$ cat config.mk
export PLATFORM = sky130hd
export DESIGN_NAME = bram_stream_reader
export DESIGN_NICKNAME = d
export VERILOG_FILES = /design/src/rtl/bram_stream_reader_pkg.sv /design/src/rtl/bram_reader_fifo.sv /design/src/rtl/bram_stream_reader.sv
export SDC_FILE = /design/constraint.sdc
export NUM_CORES = 1
export LEC_CHECK = 0
export ABC_AREA = 1
export BUFFER_PORTS_ARGS = -buffer_cell sky130_fd_sc_hd__buf_2
export CORE_MARGIN = 5
export CORE_UTILIZATION = 52
export CTS_CLUSTER_DIAMETER = 200
export DETAILED_ROUTE_END_ITERATION = 10
export PLACE_DENSITY = 0.76
export SETUP_SLACK_MARGIN = 0.4
export SYNTH_ARGS = -nofsm -noshare
export SYNTH_HDL_FRONTEND = slang
export SYNTH_SLANG_ARGS = --single-unit
export TNS_END_PERCENT = 5
$ cat constraint.sdc
create_clock -name i_CLK -period 2.7 [get_ports i_CLK]
set_clock_uncertainty 0.2 [all_clocks]
set_input_delay 0.81 -clock i_CLK [delete_from_list [all_inputs] [get_ports i_CLK]]
set_output_delay 0.81 -clock i_CLK [all_outputs]
set_load 0.02 [all_outputs]
$ cat src/rtl/bram_stream_reader_pkg.sv
// Shared definitions for the BRAM stream reader: FSM encoding, buffer sizing,
// read latency and the default word/address widths shared with the BRAM.
package bram_stream_reader_pkg;

    localparam int RAM_WIDTH_DEF  = 13;
    localparam int NB_ADDRESS_DEF = 10;
    localparam int BUF_DEPTH      = 4;
    localparam int READ_LATENCY   = 2;
    localparam int CNT_W          = $clog2(BUF_DEPTH) + 1;

    typedef enum logic [1:0] {
        ST_IDLE  = 2'd0,
        ST_RUN   = 2'd1,
        ST_DRAIN = 2'd2,
        ST_DONE  = 2'd3
    } state_t;

endpackage

$ cat src/rtl/bram_reader_fifo.sv
// Small synchronous output buffer for the BRAM stream reader; the head entry
// is presented combinationally so the stream data stays put while stalled.
module bram_reader_fifo
    import bram_stream_reader_pkg::*;
#(
    parameter int WIDTH = RAM_WIDTH_DEF,
    parameter int DEPTH = BUF_DEPTH
) (
    input  logic             i_CLK,
    input  logic             i_rst,
    input  logic             i_push,
    input  logic [WIDTH-1:0] i_data,
    input  logic             i_pop,
    output logic [WIDTH-1:0] o_data,
    output logic [CNT_W-1:0] o_count,
    output logic             o_empty
);

    localparam int PTR_W = $clog2(DEPTH);

    logic [WIDTH-1:0] r_mem [DEPTH];
    logic [PTR_W-1:0] r_wr_ptr;
    logic [PTR_W-1:0] r_rd_ptr;
    logic [CNT_W-1:0] r_count;
    logic             w_do_push;
    logic             w_do_pop;

    assign w_do_pop  = i_pop && (r_count != '0);
    assign w_do_push = i_push && ((r_count != CNT_W'(DEPTH)) || w_do_pop);

    // Storage, pointers and occupancy
    always_ff @(posedge i_CLK) begin
        if (i_rst) begin
            for (int i = 0; i < DEPTH; i++) begin
                r_mem[i] <= '0;
            end
            r_wr_ptr <= '0;
            r_rd_ptr <= '0;
            r_count  <= '0;
        end else begin
            if (w_do_push) begin
                r_mem[r_wr_ptr] <= i_data;
                r_wr_ptr        <= r_wr_ptr + PTR_W'(1);
            end
            if (w_do_pop) begin
                r_rd_ptr <= r_rd_ptr + PTR_W'(1);
            end
            case ({w_do_push, w_do_pop})
                2'b10:   r_count <= r_count + CNT_W'(1);
                2'b01:   r_count <= r_count - CNT_W'(1);
                default: r_count <= r_count;
            endcase
        end
    end

    assign o_data  = r_mem[r_rd_ptr];
    assign o_count = r_count;
    assign o_empty = (r_count == '0);

endmodule

$ cat src/rtl/bram_stream_reader.sv
// Read-side controller turning a base/length request into a valid/ready word
// stream from a BRAM with registered read. Optional BRAM_READER_STALL_CNT_EN.
module bram_stream_reader
    import bram_stream_reader_pkg::*;
#(
    parameter int RAM_WIDTH  = RAM_WIDTH_DEF,
    parameter int NB_ADDRESS = NB_ADDRESS_DEF
) (
    input  logic                  i_CLK,
    input  logic                  i_rst,
    input  logic                  i_start,
    input  logic [NB_ADDRESS-1:0] i_baseAdd,
    input  logic [NB_ADDRESS:0]   i_length,
    output logic [NB_ADDRESS-1:0] o_readAdd,
    input  logic [RAM_WIDTH-1:0]  i_data,
    output logic [RAM_WIDTH-1:0]  o_data,
    output logic                  o_valid,
    input  logic                  i_ready,
    output logic                  o_busy,
`ifdef BRAM_READER_STALL_CNT_EN
    output logic [15:0]           o_stallCnt,
`endif
    output logic                  o_done
);

    localparam int TAG_STAGES = READ_LATENCY - 1;

    state_t                r_state;
    logic [NB_ADDRESS-1:0] r_readAdd;
    logic [NB_ADDRESS:0]   r_remaining;
    logic [TAG_STAGES-1:0] r_tag;
    logic                  r_busy;
    logic                  r_done;
    logic [CNT_W-1:0]      w_count;
    logic                  w_empty;
    logic                  w_pop;
    logic                  w_push;
    logic                  w_issue;
    logic [CNT_W:0]        w_inflight;
    logic [CNT_W:0]        w_occ;

    assign w_pop  = !w_empty && i_ready;
    assign w_push = r_tag[TAG_STAGES-1];

    // Reads issued but not yet landed in the buffer
    always_comb begin
        w_inflight = '0;
        for (int i = 0; i < TAG_STAGES; i++) begin
            w_inflight = w_inflight + {{CNT_W{1'b0}}, r_tag[i]};
        end
    end

    // A slot is reserved for every in-flight read, so the buffer cannot overflow
    assign w_occ   = {1'b0, w_count} + w_inflight - {{CNT_W{1'b0}}, w_pop};
    assign w_issue = (r_state == ST_RUN) && (r_remaining != '0)
                     && (w_occ < (CNT_W+1)'(BUF_DEPTH));

    // Control FSM, address counter and capture-tag pipeline
    always_ff @(posedge i_CLK) begin
        if (i_rst) begin
            r_state     <= ST_IDLE;
            r_readAdd   <= '0;
            r_remaining <= '0;
            r_tag       <= '0;
            r_busy      <= 1'b0;
            r_done      <= 1'b0;
        end else begin
            r_done   <= 1'b0;
            r_tag[0] <= w_issue;
            for (int i = 1; i < TAG_STAGES; i++) begin
                r_tag[i] <= r_tag[i-1];
            end
            if (w_issue) begin
                r_readAdd   <= r_readAdd + NB_ADDRESS'(1);
                r_remaining <= r_remaining - (NB_ADDRESS+1)'(1);
            end
            case (r_state)
                ST_IDLE: begin
                    if (i_start) begin
                        r_readAdd   <= i_baseAdd;
                        r_remaining <= i_length;
                        r_busy      <= 1'b1;
                        if (i_length == '0) begin
                            r_state <= ST_DONE;
                            r_done  <= 1'b1;
                        end else begin
                            r_state <= ST_RUN;
                        end
                    end
                end
                ST_RUN: begin
                    if (w_issue && (r_remaining == (NB_ADDRESS+1)'(1))) begin
                        r_state <= ST_DRAIN;
                    end
                end
                ST_DRAIN: begin
                    if (w_pop && (w_count == CNT_W'(1)) && (w_inflight == '0)) begin
                        r_state <= ST_DONE;
                        r_done  <= 1'b1;
                    end
                end
                ST_DONE: begin
                    r_state <= ST_IDLE;
                    r_busy  <= 1'b0;
                end
                default: begin
                    r_state <= ST_IDLE;
                    r_busy  <= 1'b0;
                end
            endcase
        end
    end

    bram_reader_fifo #(
        .WIDTH (RAM_WIDTH),
        .DEPTH (BUF_DEPTH)
    ) u_fifo (
        .i_CLK   (i_CLK),
        .i_rst   (i_rst),
        .i_push  (w_push),
        .i_data  (i_data),
        .i_pop   (w_pop),
        .o_data  (o_data),
        .o_count (w_count),
        .o_empty (w_empty)
    );

`ifdef BRAM_READER_STALL_CNT_EN
    logic [15:0] r_stallCnt;

    // Saturating count of backpressured cycles, restarted by each accepted start
    always_ff @(posedge i_CLK) begin
        if (i_rst) begin
            r_stallCnt <= 16'd0;
        end else if ((r_state == ST_IDLE) && i_start) begin
            r_stallCnt <= 16'd0;
        end else if (!w_empty && !i_ready && (r_stallCnt != 16'hFFFF)) begin
            r_stallCnt <= r_stallCnt + 16'd1;
        end else begin
            r_stallCnt <= r_stallCnt;
        end
    end

    assign o_stallCnt = r_stallCnt;
`endif

    assign o_readAdd = r_readAdd;
    assign o_valid   = !w_empty;
    assign o_busy    = r_busy;
    assign o_done    = r_done;

endmodule

Word level (Yosys, flattened, before mapping). Memories as Yosys holds them, arrays and structs flattened. A register that Yosys moved wholly into a read port is not among the register bits. Index checks and enable logic that the tools add are counted.

RAM bits: 52. Bits in registers: 33. Logic and storage cells: 79. Input port bits: 38. Memories kept: 1.

Memories: u_fifo.r_mem (words 4, bits a word 13, rd ports 1, clocked after memory_dff 1, wr ports 4, line bram_reader_fifo.sv:21) `logic [WIDTH-1:0] r_mem [DEPTH];`.

Mux-type cells: 28. $add $sub $neg: 8. Reductions and logical operators: 21. $lt $le $gt $ge: 1. Equality and inequality tests: 11.

Operator list (count): 11-bit 2-to-1 mux (3); 10-bit 2-to-1 mux (3); 2-bit 2-to-1 mux (7); 13-bit 2-to-1 mux (1); 13-bit OR reduction (1); 11-bit by 1-bit equality test with 1-bit output (second input constant) (1); 11-bit logical NOT (1); 11-bit nonzero test (1); 11-bit by 1-bit subtractor with 11-bit output (second input constant) (1); 10-bit by 1-bit adder with 10-bit output (second input constant) (1); 1-bit 2-to-1 mux (10); 1-bit logical AND (8); 2-bit one-hot mux with 4 select lines (1); 2-bit equality test (second input constant) (3); 3-bit one-hot mux with 2 select lines (1); 2-bit by 1-bit adder with 2-bit output (second input constant) (2); 3-bit by 1-bit adder with 4-bit output (1); 2-bit by 1-bit equality test with 1-bit output (second input constant) (2); 4-bit logical NOT (1); 4-bit by 3-bit < comparator with 1-bit output (second input constant) (1); 2-bit inequality test (second input constant) (2); 1-bit one-hot mux with 2 select lines (2); 2-bit nonzero test (2); 4-bit by 1-bit subtractor with 4-bit output (1); other kinds (12) (12).

Longest topological paths before layout. Gate-level depths: netlist of the first run.

Word-level depth: 11. Depth in mapped cells: 19. Gate-level depth less buffers: 18.

Modules after synthesis. Synthesis of the first run repeated with hierarchy kept, for this count alone.

Cells, all modules: 588. Area total of the unflattened synthesis: 4784.6 sq um.

Modules (own cells, without submodules): bram_reader_fifo (cells an instance 275, instances 1, area an instance 2827.7 sq um, seq. area each 1741.7 sq um); bram_stream_reader (cells an instance 313, instances 1, area an instance 1956.9 sq um, seq. area each 520.5 sq um).

Least setup slack after synthesis of the first run. No wires, ideal clock.

Path type: input -> register. Start: in i_ready. End: mem u_fifo.r_mem[3][0] in the netlist's numbering, enable pin. Cell stages on the path: 4. Buffers on the path: 0. Arrival time: 2.161 ns. Path slack: -0.065 ns. Required time: 2.096 ns. Setup time: 0.404 ns. Cell sequence: nand2_4 -> a31oi_1 -> inv_2 -> o31ai_1.

RTL lines: start, declared (line bram_stream_reader.sv:18) `input logic i_ready,`; end, declared (line bram_reader_fifo.sv:21).

==> qor.yml, run 1 <==
grt_pass1_vias: 3850
initial_core_util_pct: 53.4
finalCritPeriodShare_pct: 89.6
diodes: 0
clkPwrFrac_pct: 19.0
p_comb_share_pct: 46.9
vias_per_cell: 5.09
fin_nets: 705
synth_top_area_share_pct: 33.4
syn-cell-area_mm2: 0.00468
ys_seq_area_share_pct: 48.4
io_pins: 64
synth_cells: 575
p_sw_uw: 2250
seq_power_share_pct: 34.1
cts_tree: "built"
max_stage_delay_ns: 0.40
p_sw_share_pct: 41.1
grt_use_total_pct: 19.0
max-vdd-ir-drop_mv: 0.659
leakagePower_uw: 0.00261
rsz0062_at_grt: "yes"
finalPower_uw: 5480
wl_met1_um: 4650
cts-root-buf: "clkbuf_8"
antenna_found_initial: 0
grt_max_degree: 27
routed_wl_um: 10700
die_area_mm2: 0.0110
drive_above_1_share_pct: 25.7
place.gp.congestion: 0.848
die_y_um: 105
yosys-top-cells-area: "edfxtp_1 (33%), dfxtp_1 (15%), nor2_1 (8.7%)"
first_pass_iters: 5
cp.required_ns: 1.69
fp.dieW_um: 105
synth_enable_flop_cells: 52
drc: 0
highest_layer: "met4"
drtIter0Drc: 240
yosys.cell_count.top_type: "nor2_1"
path_cells: "buf_12 > o21ai_0 > o22ai_1 > buf_4"
wl_met2_um: 5420
nFillCells: 712
hold_buffers: 0
ant_nets: 0
drv_cap: 0
clk_pin_slew_worst_paths_ns: 0.09
synthArstFlopShare_pct: 0
cts_sinks: 87
dpl.hpwl_um: 7090
avgRoutedWirePerCell_um: 14.0
timing.setup.tns_ns: 0
synthTopCellsByCount: "nor2_1 (108), inv_1 (80), nand2_1 (80), edfxtp_1 (52), o21ai_0 (48)"
yosysUniqueCellTypes: 31
multiInputGateArea_mm2: 0.00203
intPower_uw: 3230
status: "completed"
slew_violations: 0
synth_fp_nets: 628
io_buffers: 63
syn_to_final_growth_pct: 21.2
slowest_stage: "dfxtp_4"
endpoint_kind: "primary output"
wl_met3_um: 491
critPathKind: "flop to primary output"
yosys.area.top_type: "edfxtp_1"
hp-class: "flop to flop"
hold_viol_final: 0
power.density_mw_per_mm2: 967
max_clock_freq_ghz: 0.413
ys_warn_count: 0
syn_avg_cell_area_um2: 8.14
finalSetupViolCount: 0
clockBufferDepth: 2
synth_ff_type: "edfxtp_1"
critPathLaunchType: "flop"
gr-total-overflow: 0
core.rowCount: 34
cts_buffers: 9
insertion_delay_ns: 0.36
seq_area_mm2: 0.00227
worstMarginPinSlew_ns: 0.608
grt_pass1_wl_um: 17200
core_area_mm2: 0.00876
max_slew_margin_pct: 59.5
vias: 3897
synth_seq_cells: 87
htreeDepth: 3
critPathMaxFanout: 13
finalCriticalPeriod_ns: 2.42
cp.arrival_ns: 1.41
## through the flow
stage                     cell area [um2]  utilization (%)  hold slack, ns  cells  setup slack, ns
after floorplan                      4690                -           0.237    575            0.283
after global placement               5130             58.6           0.254    736           0.0511
after detailed placement             5130             58.6           0.263    736          -0.0254
after CTS                            5460             62.3           0.269    755            0.291
after global routing                 5670             64.7           0.295    765            0.226
final                                5670             64.7           0.271    765            0.281
## critical path: cells and delay by family (launching register included)
kind,cells,cell delay [ns]
flip-flops,1,0.40
buffers and inverters,2,0.32
AO/OA/AOI/OAI,2,0.32
## sequential cells by signal, summed over array words and instances, names as in the netlist, named ones only
register and cells:
o_busy 1, o_done 1, o_readAdd 10, r_remaining 11, r_state 2, r_tag 1, u_fifo.o_count 3, u_fifo.r_mem 52
u_fifo.r_rd_ptr 2, u_fifo.r_wr_ptr 2
## cell usage in the layout (no fill, tap or decap), types with 2 or more instances in the layout
master,n
buf_8,2
buf_4,23
clkinvlp_4,2
nand2_2,5
dfxtp_4,3
nor2_8,2
ha_4,3
clkbuf_8,10
nand2_4,4
buf_2,57
a21oi_1,22
o22ai_1,12
dfxtp_1,31
o21ai_1,19
nor2_2,10
inv_2,16
nor2_1,108
edfxtp_1,52
nor2_4,10
inv_4,3
nand3_1,22
o21ai_0,33
nand4_1,5
nand2_1,75
nor3_1,4
inv_1,73
xnor2_1,9
bufinv_16,2
buf_12,3
clkbuf_16,3
xor2_1,6
inv_6,3
o21ai_2,2
ha_1,12
## repair_timing
item / 4_1_cts / 5_1_grt
endpoints found under the setup margin: 50 / 50
pin swaps: 0 / 13
gates cloned: 1 / 3
gates resized for setup: 28 / 36
buffers inserted: 2 / 7
## path summary, 6_finish.rpt
check	start	end	slack (ns)	depth (start not counted)
max reg2reg	u_fifo.o_count[0]	r_remaining[2]	0.34	17
min reg2reg	u_fifo.r_rd_ptr[1]	flop	0.27	2
max	flop	o_data[10]	0.28	4
min	u_fifo.r_rd_ptr[1]	flop	0.27	2
## power by group through the flow
stage                     combinational [uW]  sequential [uW]  clock (uW)
after floorplan                         1590             1890           0
after global placement                  2110             1860           0
after detailed placement                2180             1870           0
after CTS                               2310             1850        1060
after global routing                    2840             1900        1110
final                                   2570             1870        1040
## layout make-up
type                       count  share of cell area, %
clock buffer                  11                   2.49
tap                          108                   2.38
timing repair inverter         1                  0.132
timing repair buffer          88                   11.0
clock inverter                 5                   1.57
sequential                    87                   40.1
multi-input combinational    371                   35.8
inverter                      94                   6.51
## kinds of logic after synthesis
group                    after synthesis  share of synthesized area (%)
XOR/XNOR                              15                           2.81
AO/OA/AOI/OAI                         94                           10.7
adder cells (fa/ha/maj)               15                           4.01
AND/OR/NAND/NOR                      247                           24.2
buffers and inverters                117                           10.0
flip-flops                            87                           48.4
## per-layer routing
metal  global-route usage [%]  vias up
met4                     6.94        0
met2                     32.8      100
met3                     3.08       17
met1                     23.9     1793
li1                         -     1987
met5                        0        -
Note: power is estimated with default switching activity, not from simulation.
==> run 2: changes to the inputs <==
- HOLD_SLACK_MARGIN: unset -> 0.06
- SYNTH_HIERARCHICAL: unset -> 1
==> run 2 against run 1 <==
Cell area up 1.7%. Fmax down 2.1%. Non-clock buffer count increased by 11. Global-route usage rose by 1.4 points. Flip-flop and latch count unchanged. Power is 13% higher. Setup slack worse by 0.051 ns. Cell count increased by 4.1%. First-iteration DRC count fell by 18%. Clock-buffer cell count is 2 lower.
==> qor.yml, run 2 <==
status: "completed"  # unchanged
syn_avg_cell_area_um2: 8.14  # about the same
path_cells: "inv_1 > buf_12 > nor2_1 > o22ai_1 > buf_4"  # was buf_12 > o21ai_0 > o22ai_1 > buf_4
synthAdderAreaFrac_pct: 2.77  # was 4.01%
clkPwrFrac_pct: 14.5  # was 19.0%
ys_warn_count: 6  # was 0
grt_pass1_vias: 4162  # was 3850
hold_buffers: 0  # unchanged
place.gp.congestion: 0.865  # was 0.848
ys_seq_area_share_pct: 47.3  # was 48.4%
grt_use_total_pct: 20.4  # was 19.0%
yosysUniqueCellTypes: 39  # was 31
drv_cap: 0  # unchanged
yosys.cell_count.top_type: "nor2_1"  # unchanged
cts-root-buf: "clkbuf_8"  # unchanged
max-vdd-ir-drop_mv: 0.754  # was 0.659 mV
synthMuxAreaShare_pct: 0  # unchanged
synthSimpleGateAreaFrac_pct: 28.9  # was 24.2%
cp.required_ns: 1.69  # about the same
grt_pass1_wl_um: 18600  # was 17200 um
intPower_uw: 3460  # was 3230 uW
clk_pin_slew_worst_paths_ns: 0.10  # was 0.09 ns
core.rowCount: 35  # was 34
core_area_mm2: 0.00911  # was 0.00876 mm2
critPathLaunchType: "flop"  # unchanged
timing.setup.tns_ns: 0  # unchanged
cts_tree: "built"  # unchanged
post-place-ws_ns: -0.169  # was -0.0254 ns
crit_buf_inv: 3  # was 2
synth_ff_type: "edfxtp_1"  # unchanged
synth_top_family_by_area: "simple AND/OR/NAND/NOR gates"  # unchanged
p_sw_share_pct: 44.1  # was 41.1%
vias: 4113  # was 3897
critPathKind: "flop to primary output"  # unchanged
synth_cells: 588  # was 575
hold_viol_final: 0  # unchanged
dpl.hpwl_um: 7780  # was 7090 um
drc: 0  # unchanged
cts_sinks: 87  # unchanged
drtIter0Drc: 196  # was 240
synthTopCellsByCount: "nor2_1 (142), inv_1 (78), nand2_1 (77), edfxtp_1 (52), dfxtp_1 (35)"  # was nor2_1 (108), inv_1 (80), nand2_1 (80), edfxtp_1 (52), o21ai_0 (48)
synth_seq_cells: 87  # unchanged
vias_per_cell: 5.17  # was 5.09
endpoint_kind: "primary output"  # unchanged
drive_above_1_share_pct: 27.3  # was 25.7%
avgRoutedWirePerCell_um: 13.5  # was 14.0 um
yosys.area.top_type: "edfxtp_1"  # unchanged
max_slew_margin_pct: 65.6  # was 59.5%
critical-path-top-delay-family: "buffers and inverters"  # was flip-flops
finalSetupViolCount: 0  # unchanged
io_buffers: 63  # unchanged
p_comb_share_pct: 54.0  # was 46.9%
fin_nets: 728  # was 705
initial_core_util_pct: 52.5  # was 53.4%
fp.dieW_um: 106  # was 105 um
final_common_cell: "nor2_1"  # unchanged
diodes: 0  # unchanged
synthArstFlopShare_pct: 0  # unchanged
max_stage_delay_ns: 0.35  # was 0.40 ns
finalCritPeriodShare_pct: 91.5  # was 89.6%
max_clock_freq_ghz: 0.405  # was 0.413 GHz
synth_enable_flop_cells: 52  # unchanged
leakagePower_uw: 0.00260  # was 0.00261 uW
p_sw_uw: 2720  # was 2250 uW
slew_violations: 0  # unchanged
timing.hold.ws_ns: 0.279  # was 0.271 ns
largest_register: "u_fifo/r_mem"  # was u_fifo.r_mem
finalCriticalPeriod_ns: 2.47  # was 2.42 ns
synth_xor_area_share_pct: 2.20  # was 2.81%
synth_top_area_share_pct: 32.6  # was 33.4%
synth_compound_area_share_pct: 9.00  # was 10.7%
syn_to_final_growth_pct: 20.6  # was 21.2%
antenna_found_initial: 0  # unchanged
cts_buffers: 9  # unchanged
seq_power_share_pct: 31.5  # was 34.1%
critPathMaxFanout: 26  # was 13
synth_fp_nets: 636  # was 628
hp-class: "flop to flop"  # unchanged
htreeDepth: 3  # unchanged
power.density_mw_per_mm2: 1070  # was 967 mW/mm2
clockBufferDepth: 2  # unchanged
largest_reg_flops: 52  # unchanged
routed_wl_um: 10800  # was 10700 um
insertion_delay_ns: 0.35  # was 0.36 ns
gr-total-overflow: 0  # unchanged
io_pins: 64  # unchanged
fin_ws_ns: 0.229  # was 0.281 ns
ant_nets: 0  # unchanged
cp.arrival_ns: 1.46  # was 1.41 ns
first_pass_iters: 4  # was 5
yosys-top-cells-area: "edfxtp_1 (33%), dfxtp_1 (15%), nor2_1 (11%)"  # was edfxtp_1 (33%), dfxtp_1 (15%), nor2_1 (8.7%)
die_y_um: 106  # was 105 um
grt_max_degree: 27  # unchanged
rsz0062_at_grt: "yes"  # unchanged
worstMarginPinSlew_ns: 0.515  # was 0.608 ns
slowest_stage: "dfxtp_2"  # was dfxtp_4
syn-cell-area_mm2: 0.00478  # was 0.00468 mm2
nFillCells: 754  # was 712
final_cell_mix: "nor2_1 (142), inv_1 (74), nand2_1 (69)"  # was nor2_1 (108), nand2_1 (75), inv_1 (73)
die_area_mm2: 0.0112  # was 0.0110 mm2
## run 2: cell count changes in the layout (fill, tap and decap cells not counted), moves of 4 or more
cell	change
nor2_1	+34
a21oi_1	-13
nand2_2	+13
buf_4	+9
nor2_2	-9
nand2_1	-6
o21ai_1	-6
inv_2	-5
nor4_1	+5
buf_2	+4
ha_1	-4
## run 2: final cells by class
cell class / count / area, um2 / share of cell area [%]
sequential: 87 / 2280 / 39.5
timing repair buffer: 99 / 656 / 11.4
timing repair inverter: 1 / 7.51 / 0.130
inverter: 89 / 347 / 6.01
multi-input combinational: 393 / 2150 / 37.2
clock buffer: 9 / 124 / 2.15
tap: 111 / 139 / 2.41
clock inverter: 7 / 71.3 / 1.24
## run 2: final timing paths
check                   end               start  slack, ns  cells past startpoint
max reg2reg  r_remaining[2]   u_fifo/o_count[2]       0.29                     20
max               o_data[8]                flop       0.23                      5
min                    flop  u_fifo/r_rd_ptr[1]       0.28                      2
min reg2reg            flop  u_fifo/r_rd_ptr[1]       0.28                      2
## run 2: power by group through the flow
stage          registers, uW  clock network (uW)  logic (uW)
2_1_floorplan           1980                   0        2070
3_3_place_gp            1940                   0        2730
3_5_place_dp            1960                   0        2810
4_1_cts                 1930                 918        3210
5_1_grt                 1980                 988        3690
6_report                1950                 900        3340
## run 2: kinds of logic after synthesis
logic type,Yosys count
AO/OA/AOI/OAI,76
flip-flops,87
buffers and inverters,109
adder cells (fa/ha/maj),10
AND/OR/NAND/NOR,294
XOR/XNOR,12
## run 2: worst reg2reg max path, delay by kind of cell, from the launching register on
| family | cells | cell delay (ns) |
|---|---|---|
| adders and majority gates | 1 | 0.27 |
| AOI/OAI and AO/OA | 2 | 0.19 |
| buffers and inverters | 7 | 0.43 |
| DFF | 1 | 0.38 |
| and+or+nand+nor | 10 | 0.86 |
## run 2: per-stage QoR
| step | total power (uW) | util, % | area [um2] | cells |
|---|---|---|---|---|
| 6_report | 6180 | 63.3 | 5770 | 796 |
| 5_1_grt | 6660 | 63.3 | 5770 | 796 |
| 4_1_cts | 6060 | 62.7 | 5710 | 795 |
| 3_5_place_dp | 4770 | 58.7 | 5350 | 768 |
| 3_3_place_gp | 4670 | 58.7 | 5350 | 768 |
| 2_1_floorplan | 4050 | - | 4800 | 588 |
## run 2: repair_timing
action | CTS | global route
pin swaps | 12 | 12
resized for setup | 28 | 12
buffers inserted | 8 | 1
endpoints found under the setup margin | 101 | 39
gates cloned | 3 | 0
## run 2: routing by layer
metal  up-vias  wire [um]  track usage [%]
li1       2077          -                -
met1      1888       4520             24.9
met2       133       5470             36.0
met3        15        605             4.01
met4         0        182             6.66
met5         -          0                0
